File: src/rtl/count_seq_pkg.sv
// count_seq_pkg: shared types for the count sequencer.
// Holds the FSM state enum, the default datapath width and the
// requester-index type used by count_seq and rr_arb2.
package count_seq_pkg;

    localparam int WIDTH_DEF = 8;
    localparam int N_REQ     = 2;

    typedef logic [0:0] req_idx_t;

    typedef enum logic [2:0] {
        ST_IDLE = 3'd0,
        ST_LOAD = 3'd1,
        ST_RUN  = 3'd2,
        ST_DONE = 3'd3,
        ST_ERR  = 3'd4
    } state_t;

    // One-hot grant vector for a requester index.
    function automatic logic [N_REQ-1:0] idx_onehot(input req_idx_t idx);
        logic [N_REQ-1:0] oh;
        oh      = '0;
        oh[idx] = 1'b1;
        return oh;
    endfunction

endpackage

File: src/rtl/count_seq_rr_arb2.sv
// rr_arb2: two-way round-robin arbiter.
// Grant is combinational from the request vector; the pointer remembers
// the last winner and only moves when the caller accepts the grant.
// After reset the pointer favours requester 0.
module rr_arb2
    import count_seq_pkg::*;
(
    input  logic       clk,
    input  logic       rst,
    input  logic [1:0] i_req,
    input  logic       i_accept,
    output logic       o_valid,
    output req_idx_t   o_idx,
    output logic [1:0] o_gnt
);

    req_idx_t r_last;
    req_idx_t w_idx;

    // Pick the winner: a lone requester wins, a tie goes to the one not served last.
    always_comb begin
        w_idx = 1'b0;
        case (i_req)
            2'b01:   w_idx = 1'b0;
            2'b10:   w_idx = 1'b1;
            2'b11:   w_idx = ~r_last;
            default: w_idx = 1'b0;
        endcase
    end

    assign o_valid = |i_req;
    assign o_idx   = w_idx;
    assign o_gnt   = o_valid ? idx_onehot(w_idx) : 2'b00;

    // Pointer update on an accepted grant; reset makes requester 0 the tie winner.
    always_ff @(posedge clk) begin
        if (rst) begin
            r_last <= 1'b1;
        end else if (i_accept && o_valid) begin
            r_last <= w_idx;
        end
    end

endmodule

File: src/rtl/count_seq.sv
// count_seq: sequences a shared load/enable up-counter for two requesters.
// A granted requester's start/end window is latched at arbitration; the
// counter is loaded with start, enabled until it reads end, then a done
// pulse is issued. Abort ends the sequence with an err pulse.
//
// Build option COUNT_SEQ_WRAP_EN:
//   defined   - end < start is legal, the count wraps through zero.
//   undefined - end < start is rejected at grant: straight to ERR, the
//               counter is never loaded or enabled.
//
// state | meaning
// ------+-----------------------------------------------------------
// IDLE  | no sequence; arbitrate pending requests
// LOAD  | one cycle: counter loaded with latched start
// RUN   | counter enabled until it reaches latched end (or abort)
// DONE  | one cycle: done pulse to the granted requester
// ERR   | one cycle: err pulse to the granted requester
module count_seq
    import count_seq_pkg::*;
#(
    parameter int WIDTH = WIDTH_DEF
) (
    input  logic             clk,
    input  logic             rst,
    input  logic [1:0]       req,
    input  logic [WIDTH-1:0] start_val0,
    input  logic [WIDTH-1:0] end_val0,
    input  logic [WIDTH-1:0] start_val1,
    input  logic [WIDTH-1:0] end_val1,
    input  logic             abort,
    output logic [1:0]       gnt,
    output logic [1:0]       done,
    output logic [1:0]       err,
    output logic             busy,
    output logic             cnt_load,
    output logic             cnt_enable,
    output logic [WIDTH-1:0] cnt_data,
    input  logic [WIDTH-1:0] cnt_value
);

    state_t           r_state;
    logic [WIDTH-1:0] r_start;
    logic [WIDTH-1:0] r_end;
    logic [1:0]       r_gnt;
    logic [1:0]       r_done;
    logic [1:0]       r_err;
    logic             r_busy;

    logic             w_arb_valid;
    req_idx_t         w_arb_idx;
    logic [1:0]       w_arb_gnt;
    logic             w_arb_accept;
    logic [WIDTH-1:0] w_sel_start;
    logic [WIDTH-1:0] w_sel_end;
    logic             w_bad_window;
    logic             w_match;

    assign w_arb_accept = (r_state == ST_IDLE);

    rr_arb2 u_arb (
        .clk      (clk),
        .rst      (rst),
        .i_req    (req),
        .i_accept (w_arb_accept),
        .o_valid  (w_arb_valid),
        .o_idx    (w_arb_idx),
        .o_gnt    (w_arb_gnt)
    );

    assign w_sel_start = w_arb_idx ? start_val1 : start_val0;
    assign w_sel_end   = w_arb_idx ? end_val1   : end_val0;

`ifdef COUNT_SEQ_WRAP_EN
    assign w_bad_window = 1'b0;
`else
    assign w_bad_window = (w_sel_end < w_sel_start);
`endif

    assign w_match = (cnt_value == r_end);

    // Sequencer FSM: next state, latched window and all registered outputs.
    always_ff @(posedge clk) begin
        if (rst) begin
            r_state <= ST_IDLE;
            r_start <= '0;
            r_end   <= '0;
            r_gnt   <= 2'b00;
            r_done  <= 2'b00;
            r_err   <= 2'b00;
            r_busy  <= 1'b0;
        end else begin
            r_done <= 2'b00;
            r_err  <= 2'b00;
            case (r_state)
                ST_IDLE: begin
                    if (w_arb_valid) begin
                        r_start <= w_sel_start;
                        r_end   <= w_sel_end;
                        r_gnt   <= w_arb_gnt;
                        r_busy  <= 1'b1;
                        if (w_bad_window) begin
                            r_state <= ST_ERR;
                            r_err   <= w_arb_gnt;
                        end else begin
                            r_state <= ST_LOAD;
                        end
                    end
                end
                ST_LOAD: begin
                    if (abort) begin
                        r_state <= ST_ERR;
                        r_err   <= r_gnt;
                    end else begin
                        r_state <= ST_RUN;
                    end
                end
                ST_RUN: begin
                    // A match wins over a simultaneous abort.
                    if (w_match) begin
                        r_state <= ST_DONE;
                        r_done  <= r_gnt;
                    end else if (abort) begin
                        r_state <= ST_ERR;
                        r_err   <= r_gnt;
                    end
                end
                ST_DONE, ST_ERR: begin
                    r_state <= ST_IDLE;
                    r_gnt   <= 2'b00;
                    r_busy  <= 1'b0;
                end
                default: begin
                    r_state <= ST_IDLE;
                    r_gnt   <= 2'b00;
                    r_busy  <= 1'b0;
                end
            endcase
        end
    end

    assign gnt  = r_gnt;
    assign done = r_done;
    assign err  = r_err;
    assign busy = r_busy;

    // Counter controls react to abort/reset in the same cycle so the count freezes at once.
    assign cnt_load   = (r_state == ST_LOAD) && !abort && !rst;
    assign cnt_enable = (r_state == ST_RUN) && !w_match && !abort && !rst;
    assign cnt_data   = (r_state == ST_LOAD) ? r_start : '0;

endmodule

File: config.mk
export PLATFORM = sky130hd
export DESIGN_NAME = count_seq
export DESIGN_NICKNAME = d
export VERILOG_FILES = /design/src/rtl/count_seq_pkg.sv /design/src/rtl/count_seq_rr_arb2.sv /design/src/rtl/count_seq.sv
export SDC_FILE = /design/constraint.sdc
export NUM_CORES = 1
export LEC_CHECK = 0
export CORE_MARGIN = 10
export CORE_UTILIZATION = 39
export DETAILED_ROUTE_END_ITERATION = 10
export PLACE_DENSITY = 0.76
export SLEW_MARGIN = 0
export SYNTH_ARGS = -nofsm -noshare
export SYNTH_HDL_FRONTEND = slang
export SYNTH_HIERARCHICAL = 1
export SYNTH_SLANG_ARGS = --single-unit
File: constraint.sdc
create_clock -name clk -period 2.6 [get_ports clk]
set_input_delay 0.39 -clock clk [delete_from_list [all_inputs] [get_ports clk]]
set_output_delay 0.39 -clock clk [all_outputs]
set_load 0.05 [all_outputs]
==> results.cfg <==
[drt]
viasPerCell = 4.95
drc = 0
wl_per_cell_um = 15.5
ant_nets = 0
first_pass_iters = 4
wirelength_um = 4620
vias = 1474
drt_iter0_markers = 69

[global_routing]
grt_overflow = 0
grt_pass1_vias = 1530
use_met3 = 0.0225
grt_max_degree = 23
antenna_found_initial = 0
grt_use_met2 = 0.222
grt_use_total = 0.124
top_usage_layer = met2
use_met1 = 0.144
grt_pass1_wl_um = 7370

[flow_run]
max_cap_violations = 0

[pwr]
pwr-share-seq = 0.396
cellPowerDensity_nw_per_um2 = 523
intPower_uw = 857
p_leak_uw = 0.00105
p_comb_frac = 0.418
pwr-share-clk = 0.186
swShare = 0.345
p_sw_uw = 452
ir_drop_v = 0.000267

[synthesis]
synth-seq-area-share = 0.341
synth-edff-count = 0
ys_ff_latch = 27
synth_nets = 223
syn_area_per_cell_um2 = 9.26
ys_types = 37
synthArstFlopShare = 0
syn_area_um2 = 1580
synth_ff_type = dfxtp_1
ys_warn_count = 6
syn_inst = 171

[clock_tree]
ctsHtreeMaxLevel = 1
cts_hold_buf = 0
clkTransAtPathRegs_ns = 0.09
root_buffer = clkbuf_8
cts_inserted_buffers = 3
clk_latency_ns = 0.27
cts_tree = done
cts.path.max_buffers = 2
clock-sinks = 27

[worst_setup_path]
critPathCaptureType = flop
path_max_fanout = 5
crit_arrival_ns = 2.66
rr_worst_depth = 8
required_ns = 2.77
critical_path.endpoint = r_state[0]
crit_start = req[0]
reg2reg_from = u_arb/r_last
cp-start-kind = input port
path_class = input port to flop
rrSetupSlack_ns = 0.34
r2r-end = r_state[0]

[timing]
period_share = 0.958
period_needed_ns = 2.49
clock_skew_ns = 0.00481
finalSetupViolCount = 0
layout_setup_ws_ns = 0.109
fmax_mhz = 401
whs_ns = 0.491
tightestPinTransition_ns = 0.562
hold_viol_final = 0
finalMaxSlewViolations = 0
setup_tns_ns = 0
max-slew-margin-rel = 0.622

[final_layout]
multi_input_area_um2 = 1040
fin_nets = 301
layout_commonest_cell = clkdlybuf4s50_1
fill_cells = 347
drive_gt1_frac = 0.226
instances_no_fill = 298
seq_area_um2 = 541
final_util = 0.630
final_cell_mix = 50 x clkdlybuf4s50_1, 27 x dfxtp_1, 25 x buf_4, 23 x nor2_1, 14 x mux2i_1
antennaDiodeCount = 0
areaGrowthSynthToFinish_pct = 58.0

[floorplanning]
die_h_um = 83.7
io_pins = 62
start_util = 0.399
rows = 23
die_w_um = 83.7
die_area_um2 = 7010
core_area_um2 = 3970

[min_path]
hold_path_class = flop to flop

[placed_design]
hpwl_um = 3740
port_buffers = 61
placed_cells = 291
gp_congestion = 0.846
dpl_worst_slack_ns = -0.282

[run_status]
status = complete, no violations
[what timing repair did]
item / in CTS / in global routing
endpoints found under the setup margin: 1 / 3
setup buffers: 0 / 3
resized for setup: 1 / 15
pin swaps: 0 / 6
[final cells by class]
cell class              instances  share of cell area
multi-input cells             130               0.416
repair buffers                 82               0.317
inverters                       5             0.00750
well taps                      50              0.0250
clock buffers                   4              0.0180
flip-flops and latches         27               0.216
[worst max-delay path: stages]
cell	delay [ns]
clkdlybuf4s50_1	0.46
a21boi_4	0.28
buf_6	0.17
mux2_4	0.32
ha_2	0.19
a2111o_1	0.38
o21ai_2	0.15
nand2_1	0.08
a31o_2	0.24
[Yosys cell counts (2+ instances only)]
cell | n | area, um^2
a2111o_1 | 2 | 22.5
a211oi_1 | 10 | 75.1
a21boi_0 | 3 | 22.5
a21oi_1 | 8 | 40.0
and2_1 | 8 | 50.1
buf_2 | 3 | 15.0
buf_4 | 2 | 15.0
clkbuf_1 | 3 | 11.3
dfxtp_1 | 27 | 541
ha_1 | 7 | 87.6
inv_1 | 5 | 18.8
mux2_2 | 7 | 78.8
mux2i_1 | 16 | 160
nand2_1 | 11 | 41.3
nor2_1 | 23 | 86.3
nor3_1 | 3 | 15.0
nor4_1 | 3 | 18.8
nor4_4 | 2 | 42.5
o21ai_0 | 3 | 15.0
xor2_1 | 8 | 70.1
[power groups by stage]
| stage | clock, uW | sequential, uW | combinational (uW) |
|---|---|---|---|
| 2_1_floorplan | 0 | 540 | 314 |
| 3_3_place_gp | 0 | 524 | 507 |
| 3_5_place_dp | 0 | 527 | 514 |
| 4_1_cts | 245 | 518 | 519 |
| 5_1_grt | 257 | 525 | 598 |
| 6_report | 243 | 518 | 547 |
[flip-flops by register name, summed over array words and instances, names as in the netlist]
register / flops
r_end: 8
r_start: 8
r_state: 3
done: 2
err: 2
gnt: 2
busy: 1
u_arb/r_last: 1
[cell families (layout without fill, tap and decap cells)]
group / after synthesis / in the layout / share of synthesized area
mux: 23 / 23 / 0.151
xor+xnor: 8 / 8 / 0.0442
compound gates: 32 / 32 / 0.149
buf+inv: 14 / 91 / 0.0450
fa+ha+maj: 7 / 7 / 0.0553
simple gates: 60 / 60 / 0.214
flops: 27 / 27 / 0.341
[metrics by stage]
step,area (um^2),total power [uW]
after global routing,2500,1380
after floorplan,1580,854
final,2500,1310
after CTS,2410,1280
after detailed placement,2360,1040
after global placement,2360,1030
[how the worst min path moves through the flow]
stage / startpoint / endpoint / cells after the start
3_3_place_gp: gnt[1] / gnt[1] / 2
3_5_place_dp: gnt[1] / gnt[1] / 2
6_report: gnt[1] / gnt[1] / 2
5_1_grt: gnt[1] / gnt[1] / 2
2_1_floorplan: r_start[0] / r_start[0] / 2
4_1_cts: gnt[1] / gnt[1] / 2
[per-layer routing]
metal	routed length [um]	share of wire	vias up
li1	-	-	761
met1	2050	0.44	672
met2	2330	0.50	37
met3	189	0.041	4
met4	48	0.010	0
met5	0	0	-
Note: power is estimated with default switching activity, not from simulation.
